`config.mk`:
```
export PLATFORM = sky130hd
export DESIGN_NAME = arb_wrr_scheduler_flat
export DESIGN_NICKNAME = d
export VERILOG_FILES = /design/src/rtl/arb_wrr_scheduler_if.sv /design/src/rtl/arb_wrr_scheduler.sv /design/src/flat_wrapper.sv
export SDC_FILE = /design/constraint.sdc
export NUM_CORES = 1
export LEC_CHECK = 0
export BUFFER_PORTS_ARGS = -buffer_cell sky130_fd_sc_hd__buf_2
export CORE_MARGIN = 10
export CORE_UTILIZATION = 42
export CTS_CLUSTER_SIZE = 24
export DETAILED_ROUTE_END_ITERATION = 8
export SLEW_MARGIN = 0
export SYNTH_ARGS = -nofsm -noshare
export SYNTH_HDL_FRONTEND = slang
export SYNTH_SLANG_ARGS = --single-unit
```
`constraint.sdc`:
```
create_clock -name clk -period 2.8 [get_ports clk]
set_input_delay 0.14 -clock clk [delete_from_list [all_inputs] [get_ports clk]]
set_output_delay 0.14 -clock clk [all_outputs]
set_load 0.005 [all_outputs]
```
`src/rtl/arb_wrr_scheduler_if.sv`:
```
// rtl/arb_wrr_scheduler_if.sv - request/grant bundle for arb_wrr_scheduler; ARB_ROUND_CNT_EN adds round counter signals
interface arb_wrr_scheduler_if #(
  parameter int P_REQUESTER_NUM = 3,
  parameter int P_WEIGHT_W      = 2
);
  logic [P_REQUESTER_NUM-1:0]            req_i;
  logic [0:P_REQUESTER_NUM*P_WEIGHT_W-1] req_weight_i;
  logic                                  grant_ready_i;
  logic [P_REQUESTER_NUM-1:0]            grant_o;
  logic                                  grant_valid_o;
  logic                                  round_comp_o;
  logic [P_REQUESTER_NUM-1:0]            credit_remain_o;
`ifdef ARB_ROUND_CNT_EN
  logic [15:0]                           round_cnt_o;
  logic                                  round_cnt_clr_i;

  modport master (
    output req_i, req_weight_i, grant_ready_i, round_cnt_clr_i,
    input  grant_o, grant_valid_o, round_comp_o, credit_remain_o, round_cnt_o
  );

  modport slave (
    input  req_i, req_weight_i, grant_ready_i, round_cnt_clr_i,
    output grant_o, grant_valid_o, round_comp_o, credit_remain_o, round_cnt_o
  );
`else
  modport master (
    output req_i, req_weight_i, grant_ready_i,
    input  grant_o, grant_valid_o, round_comp_o, credit_remain_o
  );

  modport slave (
    input  req_i, req_weight_i, grant_ready_i,
    output grant_o, grant_valid_o, round_comp_o, credit_remain_o
  );
`endif
endinterface

```
`src/rtl/arb_wrr_scheduler.sv`:
```
// rtl/arb_wrr_scheduler.sv - weighted round-robin scheduler with per-round credits; ARB_ROUND_CNT_EN adds a 16-bit round counter
module arb_wrr_scheduler #(
  parameter int P_REQUESTER_NUM = 3,
  parameter int P_WEIGHT_W      = 2
) (
  input logic               clk,
  input logic               rst,
  arb_wrr_scheduler_if.slave bus
);
  localparam int N  = P_REQUESTER_NUM;
  localparam int W  = P_WEIGHT_W;
  localparam int IW = (N > 1) ? $clog2(N) : 1;

  typedef enum logic {IDLE, GRANT} state_t;

  state_t          state_q, state_d;
  logic [W-1:0]    credit_q [N];
  logic [W-1:0]    credit_d [N];
  logic [IW-1:0]   ptr_q, ptr_d;
  logic [IW-1:0]   gidx_q, gidx_d;
  logic [N-1:0]    gnt_q, gnt_d;
  logic            round_comp_q, round_comp_d;

  logic [W-1:0]    weight [N];
  logic [N-1:0]    active;
  logic [N-1:0]    eligible;
  logic [N-1:0]    credit_remain;
  logic            pick_found;
  logic [IW-1:0]   pick_idx;

  function automatic logic [IW-1:0] next_idx(input logic [IW-1:0] g);
    return (g == IW'(N - 1)) ? '0 : g + IW'(1);
  endfunction

  // Unpack weights and derive which requesters may take part in the current round.
  always_comb begin
    for (int i = 0; i < N; i++) begin
      weight[i]        = bus.req_weight_i[(i+1)*W-1 -: W];
      active[i]        = bus.req_i[i] & (weight[i] != '0);
      eligible[i]      = active[i] & (credit_q[i] != '0);
      credit_remain[i] = (credit_q[i] != '0);
    end
  end

  // Rotating priority: first eligible requester at or after ptr_q, wrapping at N.
  always_comb begin
    logic [IW:0] cand;
    cand       = '0;
    pick_found = 1'b0;
    pick_idx   = '0;
    for (int k = 0; k < N; k++) begin
      cand = {1'b0, ptr_q} + (IW+1)'(k);
      if (cand >= (IW+1)'(N)) cand = cand - (IW+1)'(N);
      if (!pick_found && eligible[cand[IW-1:0]]) begin
        pick_found = 1'b1;
        pick_idx   = cand[IW-1:0];
      end
    end
  end

  // Next-state logic: grant from IDLE, reload credits when the round is spent, hold or release in GRANT.
  always_comb begin
    state_d      = state_q;
    ptr_d        = ptr_q;
    gidx_d       = gidx_q;
    gnt_d        = gnt_q;
    round_comp_d = 1'b0;
    for (int i = 0; i < N; i++) credit_d[i] = credit_q[i];

    unique case (state_q)
      IDLE: begin
        if (pick_found) begin
          state_d = GRANT;
          gidx_d  = pick_idx;
          gnt_d   = N'(1) << pick_idx;
        end else if (active != '0) begin
          // Weights are only sampled here, so mid-round changes wait for the next round.
          for (int i = 0; i < N; i++) credit_d[i] = weight[i];
          round_comp_d = 1'b1;
        end
      end
      GRANT: begin
        if (bus.grant_ready_i) begin
          credit_d[gidx_q] = credit_q[gidx_q] - W'(1);
          if (!(credit_q[gidx_q] != W'(1) && bus.req_i[gidx_q])) begin
            state_d = IDLE;
            gnt_d   = '0;
            ptr_d   = next_idx(gidx_q);
          end
        end else if (!bus.req_i[gidx_q]) begin
          // Withdrawal: release without consuming credit.
          state_d = IDLE;
          gnt_d   = '0;
          ptr_d   = next_idx(gidx_q);
        end
      end
      default: begin
        state_d = IDLE;
        gnt_d   = '0;
      end
    endcase
  end

  // State and credit registers with synchronous reset.
  always_ff @(posedge clk) begin
    if (rst) begin
      state_q      <= IDLE;
      ptr_q        <= '0;
      gidx_q       <= '0;
      gnt_q        <= '0;
      round_comp_q <= 1'b0;
      for (int i = 0; i < N; i++) credit_q[i] <= '0;
    end else begin
      state_q      <= state_d;
      ptr_q        <= ptr_d;
      gidx_q       <= gidx_d;
      gnt_q        <= gnt_d;
      round_comp_q <= round_comp_d;
      for (int i = 0; i < N; i++) credit_q[i] <= credit_d[i];
    end
  end

  assign bus.grant_o         = gnt_q;
  assign bus.grant_valid_o   = (state_q == GRANT);
  assign bus.round_comp_o    = round_comp_q;
  assign bus.credit_remain_o = credit_remain;

`ifdef ARB_ROUND_CNT_EN
  logic [15:0] round_cnt_q;

  // Count round-completion pulses; a clear beats a coincident increment.
  always_ff @(posedge clk) begin
    if (rst) begin
      round_cnt_q <= '0;
    end else if (bus.round_cnt_clr_i) begin
      round_cnt_q <= '0;
    end else if (round_comp_q) begin
      round_cnt_q <= round_cnt_q + 16'd1;
    end
  end

  assign bus.round_cnt_o = round_cnt_q;
`endif
endmodule

```
`src/flat_wrapper.sv`:
```
// flat-port wrapper written by rule: the top's interface ports become plain ports
module arb_wrr_scheduler_flat 
#(
  parameter int P_REQUESTER_NUM = 3,
  parameter int P_WEIGHT_W      = 2
)
  (clk, rst, bus_req_i, bus_req_weight_i, bus_grant_ready_i, bus_grant_o, bus_grant_valid_o, bus_round_comp_o, bus_credit_remain_o);
  arb_wrr_scheduler_if #(.P_REQUESTER_NUM(P_REQUESTER_NUM), .P_WEIGHT_W(P_WEIGHT_W)) bus_i ();
  input logic clk;
  input logic rst;
  input wire logic [$bits(bus_i.req_i)-1:0] bus_req_i;
  input wire logic [$bits(bus_i.req_weight_i)-1:0] bus_req_weight_i;
  input wire logic [$bits(bus_i.grant_ready_i)-1:0] bus_grant_ready_i;
  output wire logic [$bits(bus_i.grant_o)-1:0] bus_grant_o;
  output wire logic [$bits(bus_i.grant_valid_o)-1:0] bus_grant_valid_o;
  output wire logic [$bits(bus_i.round_comp_o)-1:0] bus_round_comp_o;
  output wire logic [$bits(bus_i.credit_remain_o)-1:0] bus_credit_remain_o;
  assign bus_i.req_i = bus_req_i;
  assign bus_i.req_weight_i = bus_req_weight_i;
  assign bus_i.grant_ready_i = bus_grant_ready_i;
  assign bus_grant_o = bus_i.grant_o;
  assign bus_grant_valid_o = bus_i.grant_valid_o;
  assign bus_round_comp_o = bus_i.round_comp_o;
  assign bus_credit_remain_o = bus_i.credit_remain_o;
  arb_wrr_scheduler #(.P_REQUESTER_NUM(P_REQUESTER_NUM), .P_WEIGHT_W(P_WEIGHT_W)) u_core (.clk(clk), .rst(rst), .bus(bus_i));
endmodule
```
=== Yosys cells after proc, flatten, opt, wreduce, memory -nomap -nowiden ===
Memories as Yosys holds them, arrays and structs flattened. A register that Yosys moved wholly into a read port is not among the register bits.
Index checks and enable logic that the tools add are counted.

* Register bits after elaboration: 9
* Bits in latches: 0
* Bits in writable memories: 6
* ROM bits: 0
* Output and inout bits: 8
* Logic and storage cells: 105
* Memories kept: 1

{| class="wikitable"
|+ Memories
! name !! depth !! bits a word !! read ports !! clocked after Yosys merged registers in !! wr ports !! RTL line !! RTL
|-
| u_core.credit_q || 3 || 2 || 4 || 1 || 3 || arb_wrr_scheduler.sv:17 || <nowiki>logic [W-1:0] credit_q [N];</nowiki>
|}

* Add/sub/neg operators: 7
* $mul: 0
* Div/mod/pow operators: 0
* Order comparisons: 9
* Eq/ne operators: 7
* Shift-type cells: 1
* Mux-type cells: 47
* Bitwise operators: 11
* Reduce and logical (&&, ||, !) cells: 17

{| class="wikitable"
|+ Operator list
! cell !! number
|-
| two-way mux 2 bit || 16
|-
| two-way mux 6 bit || 3
|-
| two-way mux 1 bit || 15
|-
| < comparator 2 x 3 -> 1 bit (second input constant) || 4
|-
| two-way mux 3 bit || 4
|-
| case mux 6 bit (2 select lines) || 1
|-
| nonzero test 2 bit || 6
|-
| binary-select mux 1 bit (select 2 bit) || 4
|-
| bitwise AND 1 bit || 6
|-
| bitwise mux 6 bit || 1
|-
| >= comparator 3 x 2 -> 1 bit (second input constant) || 2
|-
| inequality test 3 bit (second input constant) || 2
|-
| case mux 3 bit (2 select lines) || 1
|-
| AND reduction 3 bit || 2
|-
| subtractor 2 bit (second input constant) || 3
|-
| demux 2 bit (select 2 bit) || 1
|-
| logical AND 1 bit || 4
|-
| inequality test 2 x 1 -> 1 bit (second input constant) || 2
|-
| inequality test 2 bit (second input constant) || 2
|-
| adder 2 x 1 -> 3 bit (second input constant) || 1
|-
| adder 2 x 2 -> 3 bit (second input constant) || 1
|-
| >= comparator 3 bit (second input constant) || 1
|-
| < comparator 3 x 1 -> 1 bit (second input constant) || 1
|-
| NOT 2 -> 3 bit || 1
|-
| 12 further kinds || 15
|}

=== Depth between registers and ports, before layout ===
* Word-level depth: 15
* Gate-level depth with buffers: 9
* Gate-level depth less buffers: 9

=== Least setup slack after synthesis ===
No wires, ideal clock.

* Kind: register to register
* Start point: reg u_core.ptr_q[0]
* End point: mem u_core.credit_q[0][0] in the netlist's numbering
* Library setup time: 0.119 ns
* Data arrival time: 1.811 ns
* Slack: 0.870 ns
* Stages on the path, launching flop included: 8
* Path buffers: 0
* Cells stage by stage: dfxtp_1 inv_1 ha_1 or3_4 o21ai_2 o31ai_2 or2_1 o221a_1

{| class="wikitable"
|+ RTL lines
! element !! RTL line !! RTL
|-
| start: declaration || arb_wrr_scheduler.sv:19 || <nowiki>logic [IW-1:0] ptr_q, ptr_d;</nowiki>
|-
| start signal: assignment || arb_wrr_scheduler.sv:115 || <nowiki>ptr_q <= ptr_d;</nowiki>
|-
| end: declaration || arb_wrr_scheduler.sv:17 ||
|}

==> metrics.txt <==
status=finished, final reports clean; setup TNS=0 ns; Synth area leader=dfxtp_1; area grow syn2layout=12.8%; grt peak-use layer=met2; Sink Count=17; syn nets=around 140; Max Clock Skew=between 0.003 and 0.004 ns; WP data required=3.01 ns; clock latency on the worst-skew pair=~0.31 ns; total power=roughly 1.2 mW; CTS tree=yes; nets@finish=163; Core Area=around 2700 um^2; Starting DRT DRC Count=74; H-tree Lvls=1; Slew Viols, Final=0; gp weighted congestion=0.850; I/O Buffers=19; Lkg Pwr=between 0.5 and 0.6 nW; Peak VDD IR=between 500 and 600 uV; register area share after synthesis=between 20% and 30%; global-route wire length before repair=slightly above 5000 um; Final ANT Viol Nets=0; max cap viols=0; FFs w/ async S/R, synth=0%; synth unique cells=54; RSZ-0062 raised after global routing=false; Die Area=between 5000 and 6000 um^2; hold_buf cts=0; Yosys reg bits=17; max incr delay on CP=approximately 0.43 ns; starting density of the core=43.1%; drt total wl=slightly above 3000 um; Slowest cell on crit path=or3_4; most numerous cell in the Yosys netlist=dfxtp_1; Die Height=between 70 and 80 um; met2 usage=between 15 and 20%; met3 usage=under 10%; DR WL/cell=~17 um; number of global-route vias before repair=roughly 1100; Final Util=48.7%; CTS Root Buffer Type=clkbuf_4; Hold Slack=~0.15 ns; Resize count post-CTS=0; Final min period=around 2.1 ns; Slew HR=61.1%; share of layout cells above drive strength 1=between 20 and 30%; number of flops mapped to enable cells by yosys=0; Die Width=between 70 and 80 um; Final Hold Fails=0; antenna diode count=0; I/O pin count=20; largest net degree at the start of global routing=15; post-DP HPWL=roughly 2400 um; Rows=19; CTS buffer count=3; CP startpoint kind=flip-flop; CP Class=reg2reg; global routing usage on met1=~15%; critical path's top delay family=simple AND/OR/NAND/NOR gates; fill count=about 280; final setup vio count=0; routed via count=roughly 1100; DRT Pass-1 Iters=4; Worst Setup End Kind=flip-flop; Post-synth top flop=dfxtp_1; Max clock buf depth=2; # DRC=0; grt total ovfl=0; Synth top area share=between 20 and 30%; power per cell area=around 930 nW/um^2; initial antenna violation count=0; Crit path buffers/inverters=1; hold crit path type=in2reg; Final Cell Area=between 1000 and 1500 um^2; Post-DP Area=between 1000 and 1500 um^2; Tightest Pin Transition=approximately 0.58 ns; setup bufs post-CTS=0; Sequential Area=around 340 um^2; Post-synth top cells=dfxtp_1 (17), a21oi_1 (9), nand2_1 (8); Synthesis Warnings=0; Final Cycle Share=between 70 and 80%; multi-input combinational cell area=about 790 um^2; maximum fanout along the worst path=7; Worst-path clk slew=~0.11 ns; Critical Path AT=2.28 ns; vias per cell=~6.0; CP Cell Sequence=inv_1 -> ha_1 -> or3_4 -> o21ai_2 -> o31ai_2 -> or2_1 -> o221a_1; Post-Syn Instances=around 130; Global Route Usage Sum=between 10% and 20%; fmax=0.483 GHz; synth top area cells=dfxtp_1 (29%), mux2i_1 (5.1%), a21oi_1 (3.9%); Avg Inst Size Synth=about 9 um^2; Mapped Area=1170 um^2
==> area by class of cell <==
class,count,area share (%)
timing repair buffer,19,7.21
sequential,17,25.8
clock inverter,1,0.569
inverter,6,1.71
clock buffer,3,1.71
tap,31,2.94
multi-input combinational,101,60.1
==> worst register-to-register path, cell delays in order (launching register included) <==
cell	delay, ns
dfxtp_1	0.37
inv_1	0.05
ha_1	0.38
or3_4	0.43
o21ai_2	0.13
o31ai_2	0.12
or2_1	0.25
o221a_1	0.24
==> per-layer routing <==
layer | vias up | part of all wire (%)
li1 | 539 | -
met4 | 0 | 1.8
met5 | - | 0
met3 | 7 | 5.3
met2 | 32 | 46
met1 | 493 | 47
==> metrics by stage <==
step | setup slack (ns) | cells
after floorplan | 0.870 | 127
after global placement | 0.809 | 174
after detailed placement | 0.731 | 174
after CTS | 0.712 | 178
after global routing | 0.609 | 178
final | 0.728 | 178
==> power by group <==
group	switching [mW]	leakage [nW]	internal (mW)	total [mW]
Combinational	0.363	0.356	0.306	0.669
Sequential	0.0968	0.139	0.315	0.411
Clock	0.0904	0.0139	0.0546	0.145
Total	0.550	0.510	0.675	1.23
==> kinds of logic after synthesis <==
| group | after synthesis | synth area share [%] |
|---|---|---|
| buffers and inverters | 9 | 3.10 |
| DFF | 17 | 29.1 |
| and+or+nand+nor | 40 | 20.6 |
| AOI/OAI and AO/OA | 49 | 36.1 |
| muxes | 8 | 7.07 |
| adders and majority gates | 4 | 4.07 |
==> path summary, 6_finish.rpt <==
kind	startpoint	endpoint	slack [ns]	cells after the start
min reg2reg	u_core.bus.grant_o[0]	u_core.bus.grant_o[0]	0.50	2
max	u_core.ptr_q[0]	u_core.credit_q[1][0]	0.73	7
max reg2reg	u_core.ptr_q[0]	u_core.credit_q[1][0]	0.73	7
min	bus_req_weight_i[2]	u_core.credit_q[1][0]	0.15	2
==> cell usage in the layout (no fill, tap or decap), drive strengths merged, types with 2 or more instances in the layout <==
cell,instances
o211a,2
o21a,3
nand2,9
buf,19
o211ai,3
or3,3
inv,6
mux2,2
a21oi,10
nor2b,4
nor4,2
clkbuf,3
ha,3
o41ai,2
a211oi,3
o21bai,2
nand2b,2
nor2,5
o221a,5
nor3b,2
o221ai,3
nor3,5
mux2i,6
a31oi,2
or2,4
o21ai,5
dfxtp,17
Note: power is estimated with default switching activity, not from simulation.
